==> src/rtl/cpu_shift_pkg.sv <==
`default_nettype none
// ============================================================================
// Module      : cpu_shift_pkg
// Description : Shared definitions for the multi-cycle shift/rotate unit:
//               default widths, operation codes and FSM state codes.
// Revision    : 1.0 - initial release
// ============================================================================
package cpu_shift_pkg;

    localparam int WIDTH_DEF   = 32;
    localparam int SHAMT_W_DEF = 5;

    // Operation codes carried on the op bus
    localparam logic [1:0] SH_SLL = 2'b00;
    localparam logic [1:0] SH_SRL = 2'b01;
    localparam logic [1:0] SH_SRA = 2'b10;
    localparam logic [1:0] SH_ROR = 2'b11;

    // Sequencer state codes
    localparam logic [1:0] S_IDLE  = 2'd0;
    localparam logic [1:0] S_SHIFT = 2'd1;
    localparam logic [1:0] S_DONE  = 2'd2;

endpackage
`default_nettype wire

==> src/rtl/shift_seq_32_if.sv <==
`default_nettype none
// ============================================================================
// Module      : shift_seq_32_if
// Description : Request/response bundle of the multi-cycle shifter.
//               master : start, op, data_in, shamt -> ; <- busy, done, result
//               slave  : mirror image, used by the shifter itself.
// Revision    : 1.0 - initial release
// ============================================================================
interface shift_seq_32_if #(
    parameter int WIDTH   = 32,
    parameter int SHAMT_W = 5
);
    logic               start;
    logic [1:0]         op;
    logic [WIDTH-1:0]   data_in;
    logic [SHAMT_W-1:0] shamt;
    logic               busy;
    logic               done;
    logic [WIDTH-1:0]   result;

    modport master (
        output start, op, data_in, shamt,
        input  busy, done, result
    );

    modport slave (
        input  start, op, data_in, shamt,
        output busy, done, result
    );
endinterface
`default_nettype wire

==> src/rtl/shift_step_32.sv <==
`default_nettype none
// ============================================================================
// Module      : shift_step_32
// Description : Combinational one-bit left step of the shifter work register.
//               i_work : current work value
//               i_op   : operation code (selects the bit entering at bit 0)
//               i_fill : captured sign bit, used for SRA
//               o_work : work value shifted left by one
// Revision    : 1.0 - initial release
// ============================================================================
module shift_step_32
    import cpu_shift_pkg::*;
#(
    parameter int WIDTH = WIDTH_DEF
) (
    input  wire logic [WIDTH-1:0] i_work,
    input  wire logic [1:0]       i_op,
    input  wire logic             i_fill,
    output logic      [WIDTH-1:0] o_work
);

    logic w_in_bit;

    // Right operations run on a bit-reversed operand, so the bit entering at
    // position 0 here ends up at the MSB once the result is reversed back.
    always_comb begin
        w_in_bit = 1'b0;
        case (i_op)
            SH_ROR:  w_in_bit = i_work[WIDTH-1];
            SH_SRA:  w_in_bit = i_fill;
            default: w_in_bit = 1'b0;
        endcase
    end

    assign o_work = {i_work[WIDTH-2:0], w_in_bit};

endmodule
`default_nettype wire

==> src/rtl/shift_seq_32.sv <==
`default_nettype none
// ============================================================================
// Module      : shift_seq_32
// Description : Multi-cycle 32-bit shift/rotate unit, one bit per clock.
//               clk  : clock, rising edge
//               rst  : synchronous active-high reset
//               bus  : slave side of shift_seq_32_if
//                      start/op/data_in/shamt in, busy/done/result out
//               SLL uses the left datapath directly; SRL/SRA/ROR reverse the
//               operand on load and the result on unload.
// Revision    : 1.0 - initial release
// ============================================================================
module shift_seq_32
    import cpu_shift_pkg::*;
#(
    parameter int WIDTH   = WIDTH_DEF,
    parameter int SHAMT_W = SHAMT_W_DEF
) (
    input  wire logic     clk,
    input  wire logic     rst,
    shift_seq_32_if.slave bus
);

    logic [1:0]         r_state;
    logic [1:0]         w_state_next;
    logic [1:0]         r_op;
    logic [SHAMT_W-1:0] r_cnt;
    logic [WIDTH-1:0]   r_work;
    logic               r_fill;
    logic [WIDTH-1:0]   r_result;

    logic [WIDTH-1:0]   w_din_rev;
    logic [WIDTH-1:0]   w_work_rev;
    logic [WIDTH-1:0]   w_step;

    // Bit reversal is pure wiring.
    for (genvar gi = 0; gi < WIDTH; gi++) begin : g_rev
        assign w_din_rev[gi]  = bus.data_in[WIDTH-1-gi];
        assign w_work_rev[gi] = r_work[WIDTH-1-gi];
    end

    shift_step_32 #(
        .WIDTH (WIDTH)
    ) u_step (
        .i_work (r_work),
        .i_op   (r_op),
        .i_fill (r_fill),
        .o_work (w_step)
    );

    always_ff @(posedge clk) begin
        if (rst) begin
            r_state  <= S_IDLE;
            r_op     <= SH_SLL;
            r_cnt    <= '0;
            r_work   <= '0;
            r_fill   <= 1'b0;
            r_result <= '0;
        end else begin
            r_state <= w_state_next;
            case (r_state)
                S_IDLE: begin
                    if (bus.start) begin
                        r_op   <= bus.op;
                        r_cnt  <= bus.shamt;
                        r_work <= (bus.op == SH_SLL) ? bus.data_in : w_din_rev;
                        r_fill <= (bus.op == SH_SRA) ? bus.data_in[WIDTH-1] : 1'b0;
                    end
                end
                S_SHIFT: begin
                    if (r_cnt != '0) begin
                        r_work <= w_step;
                        r_cnt  <= r_cnt - SHAMT_W'(1);
                    end else begin
                        // Loaded on the edge entering DONE so the value is
                        // already present while done is high.
                        r_result <= (r_op == SH_SLL) ? r_work : w_work_rev;
                    end
                end
                default: ;
            endcase
        end
    end

    always_comb begin
        w_state_next = r_state;
        case (r_state)
            S_IDLE:  if (bus.start)     w_state_next = S_SHIFT;
            S_SHIFT: if (r_cnt == '0)   w_state_next = S_DONE;
            S_DONE:                     w_state_next = S_IDLE;
            default:                    w_state_next = S_IDLE;
        endcase
    end

    assign bus.busy   = (r_state == S_SHIFT);
    assign bus.done   = (r_state == S_DONE);
    assign bus.result = r_result;

endmodule
`default_nettype wire

==> src/flat_wrapper.sv <==
// flat-port wrapper written by rule: the top's interface ports become plain ports
module shift_seq_32_flat import cpu_shift_pkg::*;
#(
    parameter int WIDTH   = WIDTH_DEF,
    parameter int SHAMT_W = SHAMT_W_DEF
)
  (clk, rst, bus_start, bus_op, bus_data_in, bus_shamt, bus_busy, bus_done, bus_result);
  shift_seq_32_if #(.WIDTH(WIDTH), .SHAMT_W(SHAMT_W)) bus_i ();
  input  wire logic clk;
  input  wire logic rst;
  input wire logic [$bits(bus_i.start)-1:0] bus_start;
  input wire logic [$bits(bus_i.op)-1:0] bus_op;
  input wire logic [$bits(bus_i.data_in)-1:0] bus_data_in;
  input wire logic [$bits(bus_i.shamt)-1:0] bus_shamt;
  output wire logic [$bits(bus_i.busy)-1:0] bus_busy;
  output wire logic [$bits(bus_i.done)-1:0] bus_done;
  output wire logic [$bits(bus_i.result)-1:0] bus_result;
  assign bus_i.start = bus_start;
  assign bus_i.op = bus_op;
  assign bus_i.data_in = bus_data_in;
  assign bus_i.shamt = bus_shamt;
  assign bus_busy = bus_i.busy;
  assign bus_done = bus_i.done;
  assign bus_result = bus_i.result;
  shift_seq_32 #(.WIDTH(WIDTH), .SHAMT_W(SHAMT_W)) u_core (.clk(clk), .rst(rst), .bus(bus_i));
endmodule
==> config.mk <==
export PLATFORM = sky130hd
export DESIGN_NAME = shift_seq_32_flat
export DESIGN_NICKNAME = d
export VERILOG_FILES = /design/src/rtl/cpu_shift_pkg.sv /design/src/rtl/shift_seq_32_if.sv /design/src/rtl/shift_step_32.sv /design/src/rtl/shift_seq_32.sv /design/src/flat_wrapper.sv
export SDC_FILE = /design/constraint.sdc
export NUM_CORES = 1
export LEC_CHECK = 0
export BUFFER_PORTS_ARGS = -buffer_cell sky130_fd_sc_hd__buf_2
export CORE_UTILIZATION = 43
export DETAILED_ROUTE_END_ITERATION = 16
export HOLD_SLACK_MARGIN = 0.12
export PLACE_DENSITY = 0.67
export SLEW_MARGIN = 25
export SYNTH_ARGS = -nofsm -noshare
export SYNTH_HDL_FRONTEND = slang
export SYNTH_SLANG_ARGS = --single-unit
==> constraint.sdc <==
create_clock -name clk -period 1.7 [get_ports clk]
set_clock_uncertainty 0.2 [all_clocks]
set_input_delay 0.34 -clock clk [delete_from_list [all_inputs] [get_ports clk]]
set_output_delay 0.34 -clock clk [all_outputs]
set_load 0.005 [all_outputs]
* After elaboration in Yosys (flattened, before gate mapping)
Index checks and enable logic that the tools add are counted.
** Cells by class
- Equal/unequal tests :: 8
- $add $sub $neg :: 1
- Reduce and logical (&&, ||, !) cells :: 10
- Muxes and demuxes :: 13
- Bitwise logic cells :: 1
** Operators by type and width (count)
- 32-bit two-way mux :: 4
- 32-bit case mux with 2 select lines :: 1
- 5-bit two-way mux :: 2
- 5-bit case mux with 2 select lines :: 1
- 2-bit == test (second input constant) :: 4
- 2-bit zero test :: 3
- 2-bit AND reduction :: 3
- 5-bit zero test :: 1
- 5-bit nonzero test :: 1
- 5-bit by 1-bit subtractor with 5-bit output (second input constant) :: 1
- 2-bit two-way mux :: 2
- 2-bit by 1-bit inequality test with 1-bit output (second input constant) :: 2
- 2-bit case mux with 2 select lines :: 1
- 3-bit AND reduction :: 1
- 2-bit by 1-bit == test with 1-bit output (second input constant) :: 1
- 2-bit inequality test (second input constant) :: 1
- 1-bit case mux with 2 select lines :: 1
- 2-bit nonzero test :: 1
- 1-bit two-way mux :: 1
- 1-bit inverter :: 1
** Word-level totals
- Output and inout bits :: 34
- Input bits :: 42
- Flip-flop bits (word level) :: 74

* Logic depth before layout (Yosys ltp)
Gate-level depths: netlist of run 1.
- Depth in word-level cells :: 4
- Mapped depth :: 8
- Mapped depth without buffers :: 6

* Hierarchy
A second synthesis of run 1 with hierarchy kept.
** Second synthesis, totals
- Cell total of the unflattened synthesis :: 459
- Area total of the unflattened synthesis :: 3940.0 um^2
** Modules (own cells, without submodules)
- shift_seq_32 :: cells an instance 425, area each 3683.5 um^2, times used 1, seq. area each 1481.4 um^2
- shift_step_32 :: cells an instance 34, area each 256.5 um^2, times used 1, seq. area each 0.0 um^2

* Least setup slack after synthesis of run 1
OpenSTA, ideal clock, no wires.
- Kind :: flip-flop to flip-flop
- Start point :: reg u_core.r_cnt[0]
- End point :: reg u_core.r_work[0]
- Clock period less this slack :: 1692 ps
- Arrival time :: 1375 ps
- Path buffers :: 1
- Stages on the path, launching flop included :: 8
- Data required time :: 1383 ps
- Setup slack :: 8 ps
- Cells stage by stage :: dfxtp_1 -> inv_1 -> ha_1 -> nor4b_4 -> o21a_4 -> nor2_8 -> buf_8 -> a22o_1
** Between the ends
- Word-level cells in the longest chain between the ends :: 3
** RTL lines
- start: declaration :: line shift_seq_32.sv:27 : logic [SHAMT_W-1:0] r_cnt;
- start signal: assignment :: line shift_seq_32.sv:65 : r_cnt <= bus.shamt;
- start signal: assignment :: line shift_seq_32.sv:73 : r_cnt <= r_cnt - SHAMT_W'(1);
- 5-bit nonzero test :: line shift_seq_32.sv:71 : if (r_cnt != '0) begin
- 2-bit by 1-bit inequality test with 1-bit output (no line)
- 3-bit AND reduction (no line)
- end signal: assignment :: line shift_seq_32.sv:66 : r_work <= (bus.op == SH_SLL) ? bus.data_in : w_din_rev;
- end signal: assignment :: line shift_seq_32.sv:72 : r_work <= w_step;
- end: declaration :: line shift_seq_32.sv:28 : logic [WIDTH-1:0] r_work;
Every way passes these cells.
A chain may end at the register's enable or synchronous reset.

* Final worst setup path of run 1
- Start point :: reg u_core.r_cnt[0]
- End point :: reg u_core.r_work[29]
The elaborated chain is that of the path after synthesis.

==> results of run 1 <==
synthesized netlist by cell type, types with 6 or more instances:
master,number
mux2i_1,33
nor2_1,39
a21oi_1,7
clkbuf_1,17
buf_6,6
nand2_1,69
a311oi_2,20
o21ai_0,67
dfxtp_1,74
buf_2,11
a311oi_1,12
a22o_1,32
power groups by stage:
stage | registers, uW | clock network (uW) | logic, uW
2_1_floorplan | 2140 | 0 | 878
3_3_place_gp | 2180 | 0 | 1240
3_5_place_dp | 2190 | 0 | 1270
4_1_cts | 2150 | 1690 | 1610
5_1_grt | 2210 | 1780 | 2010
6_report | 2180 | 1690 | 1870
flip-flops by register name (all words and copies together), names as in the netlist:
register and count:
u_core.r_work 32, u_core.r_cnt 5, u_core.r_state 2, u_core.bus.result 32
u_core.r_fill 1, u_core.r_op 2
metrics by stage:
stage	util [%]	power [uW]	setup slack, ns	hold WS, ns
global placement	52.2	3420	-0.281	0.245
floorplan	-	3020	0.00823	0.231
finish	65.0	5740	-0.149	0.139
global route	65.0	5990	-0.218	0.134
detailed placement	52.2	3460	-0.355	0.249
CTS	60.4	5450	-0.125	0.133
logic make-up after synthesis:
| group | after synthesis | synth area share, % |
|---|---|---|
| flops | 74 | 39.1 |
| simple gates | 126 | 15.1 |
| buf+inv | 43 | 7.01 |
| mux | 33 | 8.72 |
| compound gates | 145 | 29.7 |
| fa+ha+maj | 1 | 0.330 |
worst reg2reg max path: stages (launching register included):
cell and delay, ns:
dfxtp_2 0.33, inv_2 0.07, ha_4 0.15, nor4b_4 0.31, o21a_4 0.25, nor2_4 0.08
clkbuf_16 0.17, a22o_1 0.19
what timing repair did:
| item | 4_1_cts | 5_1_grt |
|---|---|---|
| endpoints found under the setup margin | 69 | 71 |
| endpoints found under the hold margin | 4 | 0 |
| cloned | 8 | 5 |
| buffers inserted | 17 | 5 |
| hold buffers | 4 | 0 |
| pin swaps | 9 | 47 |
| resized for setup | 27 | 56 |
cell type report:
class	count	area share (%)
clock buffers	10	2.34
clock inverters	6	2.07
inverters	3	0.253
multi-input cells	308	41.7
flip-flops and latches	74	27.3
well taps	105	2.41
repair buffers	144	23.9
routing by layer:
layer,vias up,track usage [%],share of wire [%]
met3,10,3.16,5.8
met5,-,0,0
met2,111,38.9,49
met4,0,8.83,1.2
li1,1786,-,-
met1,1777,33.5,44
placed cells by master (no fill, tap or decap), types with 6 or more instances in the layout:
master / Yosys / layout
buf_2: 11 / 74
nor2_4: 1 / 14
nor2_2: 1 / 13
a311oi_2: 20 / 28
clkbuf_8: 0 / 9
buf_12: 0 / 9
nor2_1: 39 / 17
a22o_1: 32 / 32
a21oi_1: 7 / 6
nand2_1: 69 / 69
o21ai_0: 67 / 66
buf_6: 6 / 21
dfxtp_1: 74 / 69
buf_4: 3 / 25
mux2i_1: 33 / 33
path summary, 6_finish.rpt:
| check | from | to | cells past startpoint |
|---|---|---|---|
| max reg2reg | u_core.r_cnt[0] | u_core.r_work[29] | 7 |
| min reg2reg | u_core.r_fill | u_core.r_fill | 2 |
| max | u_core.r_cnt[0] | u_core.r_work[29] | 7 |
| min | bus_shamt[0] | u_core.r_cnt[0] | 3 |
==> impl_metrics.toml, run 1 <==
[power]
netSwitchingFraction_pct = 31.6
clockPowerShare_pct = 29.3
power_frac_seq_pct = 38.0
ir_worst_vdd_mv = 0.536
power_density_nw_per_um2 = 1050
p_switching_uw = 1810
internal_power_uw = 3930
pwr-share-comb_pct = 32.6
leakage_uw = 0.00214

[logic_synthesis]
synth-edff-count = 0
yosysTopAreaCell = "dfxtp_1"
yosysSeqAreaShare_pct = 39.1
syn_inst = 422
ys_top_cells_by_area = "dfxtp_1 (39%), o21ai_0 (8.9%), mux2i_1 (8.7%), a311oi_2 (7.9%), a22o_1 (7.4%)"
synth_seq_cells = 74
yosysTopAreaCellShare_pct = 39.1
syn_nets = 465
synthesis.area_um2 = 3790
yosysWarnings = 0
avgSynthCellArea_um2 = 8.97
async_flop_share_pct = 0
ys_types = 37
ys.flop_type = "dfxtp_1"

[clock_tree]
cts_buffers = 9
clock_sink_count = 74
cts.path.max_buffers = 2
clk_pin_slew_ns = 0.08
root_buffer = "clkbuf_8"
insertion_delay_ns = 0.35
cts.htree.levels = 3
cts_tree = "done"

[die]
die_area_um2 = 9180
io_pins = 76
die_w_um = 95.8
start_util_pct = 45.2
die_h_um = 95.8
fp-row-count = 33
core-area_um2 = 8380

[final_layout]
seq_area_um2 = 1490
nets = 583
multi_input_area_um2 = 2270
postLayoutCellArea_um2 = 5450
syn_to_final_growth_pct = 43.9
instances_no_fill = 650
drive_above_1_share_pct = 42.2
antennaDiodeCount = 0
num-fill-cells = 680

[sta]
finalSetupTns_ns = -4.20
hold_viol_final = 0
timing.final.crit_share_pct = 109
tightest_slew_ns = 0.358
fin_ws_ns = -0.149
fin_crit_ns = 1.85
fmax_ghz = 0.541
setup_viol = 63
rsz0062_at_grt = "yes"
slew-limit-headroom_pct = 76.1
slew_viol_final = 0

[placement]
post_dp_cell_area_um2 = 4370
routabilityCongestion = 0.853
dp_cells = 596
dp_hpwl_um = 6440
portBuffers = 75

[grt]
gr-total-overflow = 0
first_global_vias = 3246
antenna_found_initial = 0
grt_use_total_pct = 24.3
grt_max_degree = 35
grt_pass1_wl_um = 16800

[routing]
ant_nets = 0
wl_um = 11500
firstDrtPassIters = 4
vias = 3684
via_per_inst = 5.67
wl_per_cell_um = 17.6
drc_errors = 0
drt_iter0_markers = 209

[critical_path]
worst-endpoint-arrival_ns = 1.90
path_max_fanout = 6
cpLargestDelayFamily = "compound AO/OA/AOI/OAI gates"
path_cells = "inv_2 > ha_4 > nor4b_4 > o21a_4 > nor2_4 > clkbuf_16 > a22o_1"
critPathBufInv = 2
crit_required_ns = 1.75
path_class = "reg2reg"
cpPeakStageDelay_ns = 0.33
critPathSlowestCell = "dfxtp_2"
startpoint_type = "flop"
ff2ff_setup_slack_ns = -0.15
cp-end-kind = "flop"

[flow_run]
maxCapViolations = 0

[status]
outcome = "finished with violations"
failed_checks = "negative setup slack"

[min_path]
hp-class = "in2reg"
Note: power is estimated with default switching activity, not from simulation.
==> run 2, diff against run 1 <==
--- a/config.mk
+++ b/config.mk
@@ -10,6 +10,7 @@
 export DETAILED_ROUTE_END_ITERATION = 16
 export HOLD_SLACK_MARGIN = 0.12
 export PLACE_DENSITY = 0.67
+export SKIP_CTS_REPAIR_TIMING = 1
 export SLEW_MARGIN = 25
 export SYNTH_ARGS = -nofsm -noshare
 export SYNTH_HDL_FRONTEND = slang
==> run 2 against run 1 <==
Compared with the run above: die area did not move; highest routed layer unchanged; non-clock buffer count fell by 12; global-route usage fell by 4.1 points; wire length fell by 6.5%; register-to-register slack got worse by 0.02 ns; the flow still finishes with violations (negative setup slack); sequential share of layout area rose by 2.1 points.
==> impl_metrics.toml, run 2 (same netlist as run 1, synthesis figures left out) <==
[flow_run]
maxCapViolations = 0

[sta]
fin_ws_ns = -0.167
hold_viol_final = 0
fin_crit_ns = 1.87
tightest_slew_ns = 0.513
timing.final.crit_share_pct = 110
finalSetupTns_ns = -4.57
setup_viol = 51
slew_viol_final = 0
slew-limit-headroom_pct = 65.7
rsz0062_at_grt = "yes"
fmax_ghz = 0.536

[clock_tree]
root_buffer = "clkbuf_8"
cts_tree = "done"
clock_sink_count = 74
cts.htree.levels = 3
cts_buffers = 9
clk_pin_slew_ns = 0.08
insertion_delay_ns = 0.35
cts.path.max_buffers = 2

[final_layout]
nets = 570
mostFrequentLayoutCell = "buf_2"
antennaDiodeCount = 0
instances_no_fill = 637
drive_above_1_share_pct = 37.0
postLayoutCellArea_um2 = 5050
multi_input_area_um2 = 2160
fin_util_pct = 60.3
syn_to_final_growth_pct = 33.4
seq_area_um2 = 1490
num-fill-cells = 743
final_cell_mix = "buf_2 (74), dfxtp_1 (70), nand2_1 (69)"

[routing]
vias = 3571
wl_um = 10700
via_per_inst = 5.61
drc_errors = 0
firstDrtPassIters = 7
drt_iter0_markers = 228
ant_nets = 0
wl_per_cell_um = 16.8

[grt]
antenna_found_initial = 0
grt_use_total_pct = 20.2
grt_max_degree = 64
first_global_vias = 2872
grt_pass1_wl_um = 14200
gr-total-overflow = 0

[die]
start_util_pct = 45.2
die_w_um = 95.8
fp-row-count = 33
die_h_um = 95.8
die_area_um2 = 9180
core-area_um2 = 8380
io_pins = 76

[status]
outcome = "finished with violations"
failed_checks = "negative setup slack"

[power]
total_power_uw = 5460
power_density_nw_per_um2 = 1080
ir_worst_vdd_mv = 0.545
leakage_uw = 0.00197

[critical_path]
crit_required_ns = 1.75
cpPeakStageDelay_ns = 0.33
r2r-start = "u_core.r_cnt[0]"
path_class = "reg2reg"
cp-end-kind = "flop"
worst-endpoint-arrival_ns = 1.92
cpLargestDelayFamily = "buffers and inverters"
path_max_fanout = 14
startpoint = "u_core.r_cnt[0]"
critPathSlowestCell = "dfxtp_2"
path_cells = "inv_2 > ha_4 > nand2b_4 > nor4_4 > buf_6 > buf_12 > nor2_1 > a311oi_1"
critPathBufInv = 3
startpoint_type = "flop"

[min_path]
hold_path_startpoint = "bus_shamt[0]"
hp-class = "in2reg"

[placement]
portBuffers = 75
dp_hpwl_um = 6440
post_dp_cell_area_um2 = 4370
routabilityCongestion = 0.853
dp_cells = 596
run 2: changes by cell type in the layout (fill, tap and decap cells not counted), sizes merged:
| cell | before | now |
|---|---|---|
| buf | 133 | 125 |
| dlygate4sd3 | 4 | 3 |
| bufbuf | 2 | 0 |
| inv | 4 | 3 |
| clkinvlp | 0 | 1 |
| clkbuf | 15 | 14 |
| nor2 | 45 | 44 |
run 2: final timing paths:
path / endpoint / slack, ns / depth (start not counted)
worst max-delay path: u_core.bus.result[24] / -0.17 / 8
worst min-delay path: u_core.r_cnt[0] / 0.14 / 3
worst min register to register: u_core.r_fill / 0.26 / 2
worst max register to register: u_core.bus.result[24] / -0.17 / 8
run 2: worst reg2reg max path, delay by kind of cell (launching register included):
family	cells	cell delay (ns)
AO/OA/AOI/OAI	1	0.25
adder cells (fa/ha/maj)	1	0.15
buffers and inverters	3	0.44
flip-flops	1	0.33
AND/OR/NAND/NOR	3	0.42
run 2: cell type report:
type / count / area share [%]
Inverter: 3 / 0.297
Multi-Input combinational cell: 307 / 42.7
Timing Repair Buffer: 132 / 20.2
Sequential cell: 74 / 29.4
Clock buffer: 10 / 2.53
Clock inverter: 6 / 2.23
Tap cell: 105 / 2.60
run 2: routing by layer:
layer | share of wire [%] | wire [um] | vias to the layer above | global-route usage [%]
met3 | 4.8 | 514 | 15 | 3.16
li1 | - | - | 1754 | -
met5 | 0 | 0 | - | 0
met1 | 47 | 5030 | 1701 | 29.2
met4 | 1.5 | 166 | 0 | 8.21
met2 | 47 | 5000 | 101 | 29.8
run 2: report_power, final:
part	total (uW)	internal, uW	switching, uW
logic	1600	803	802
registers	2170	1960	209
clock network	1680	981	703
total	5460	3740	1710
run 2: through the flow:
step	worst slack, ns	hold slack (ns)
floorplan	0.00823	0.231
global placement	-0.281	0.245
detailed placement	-0.355	0.249
CTS	-0.384	0.0585
global route	-0.249	0.138
finish	-0.167	0.139
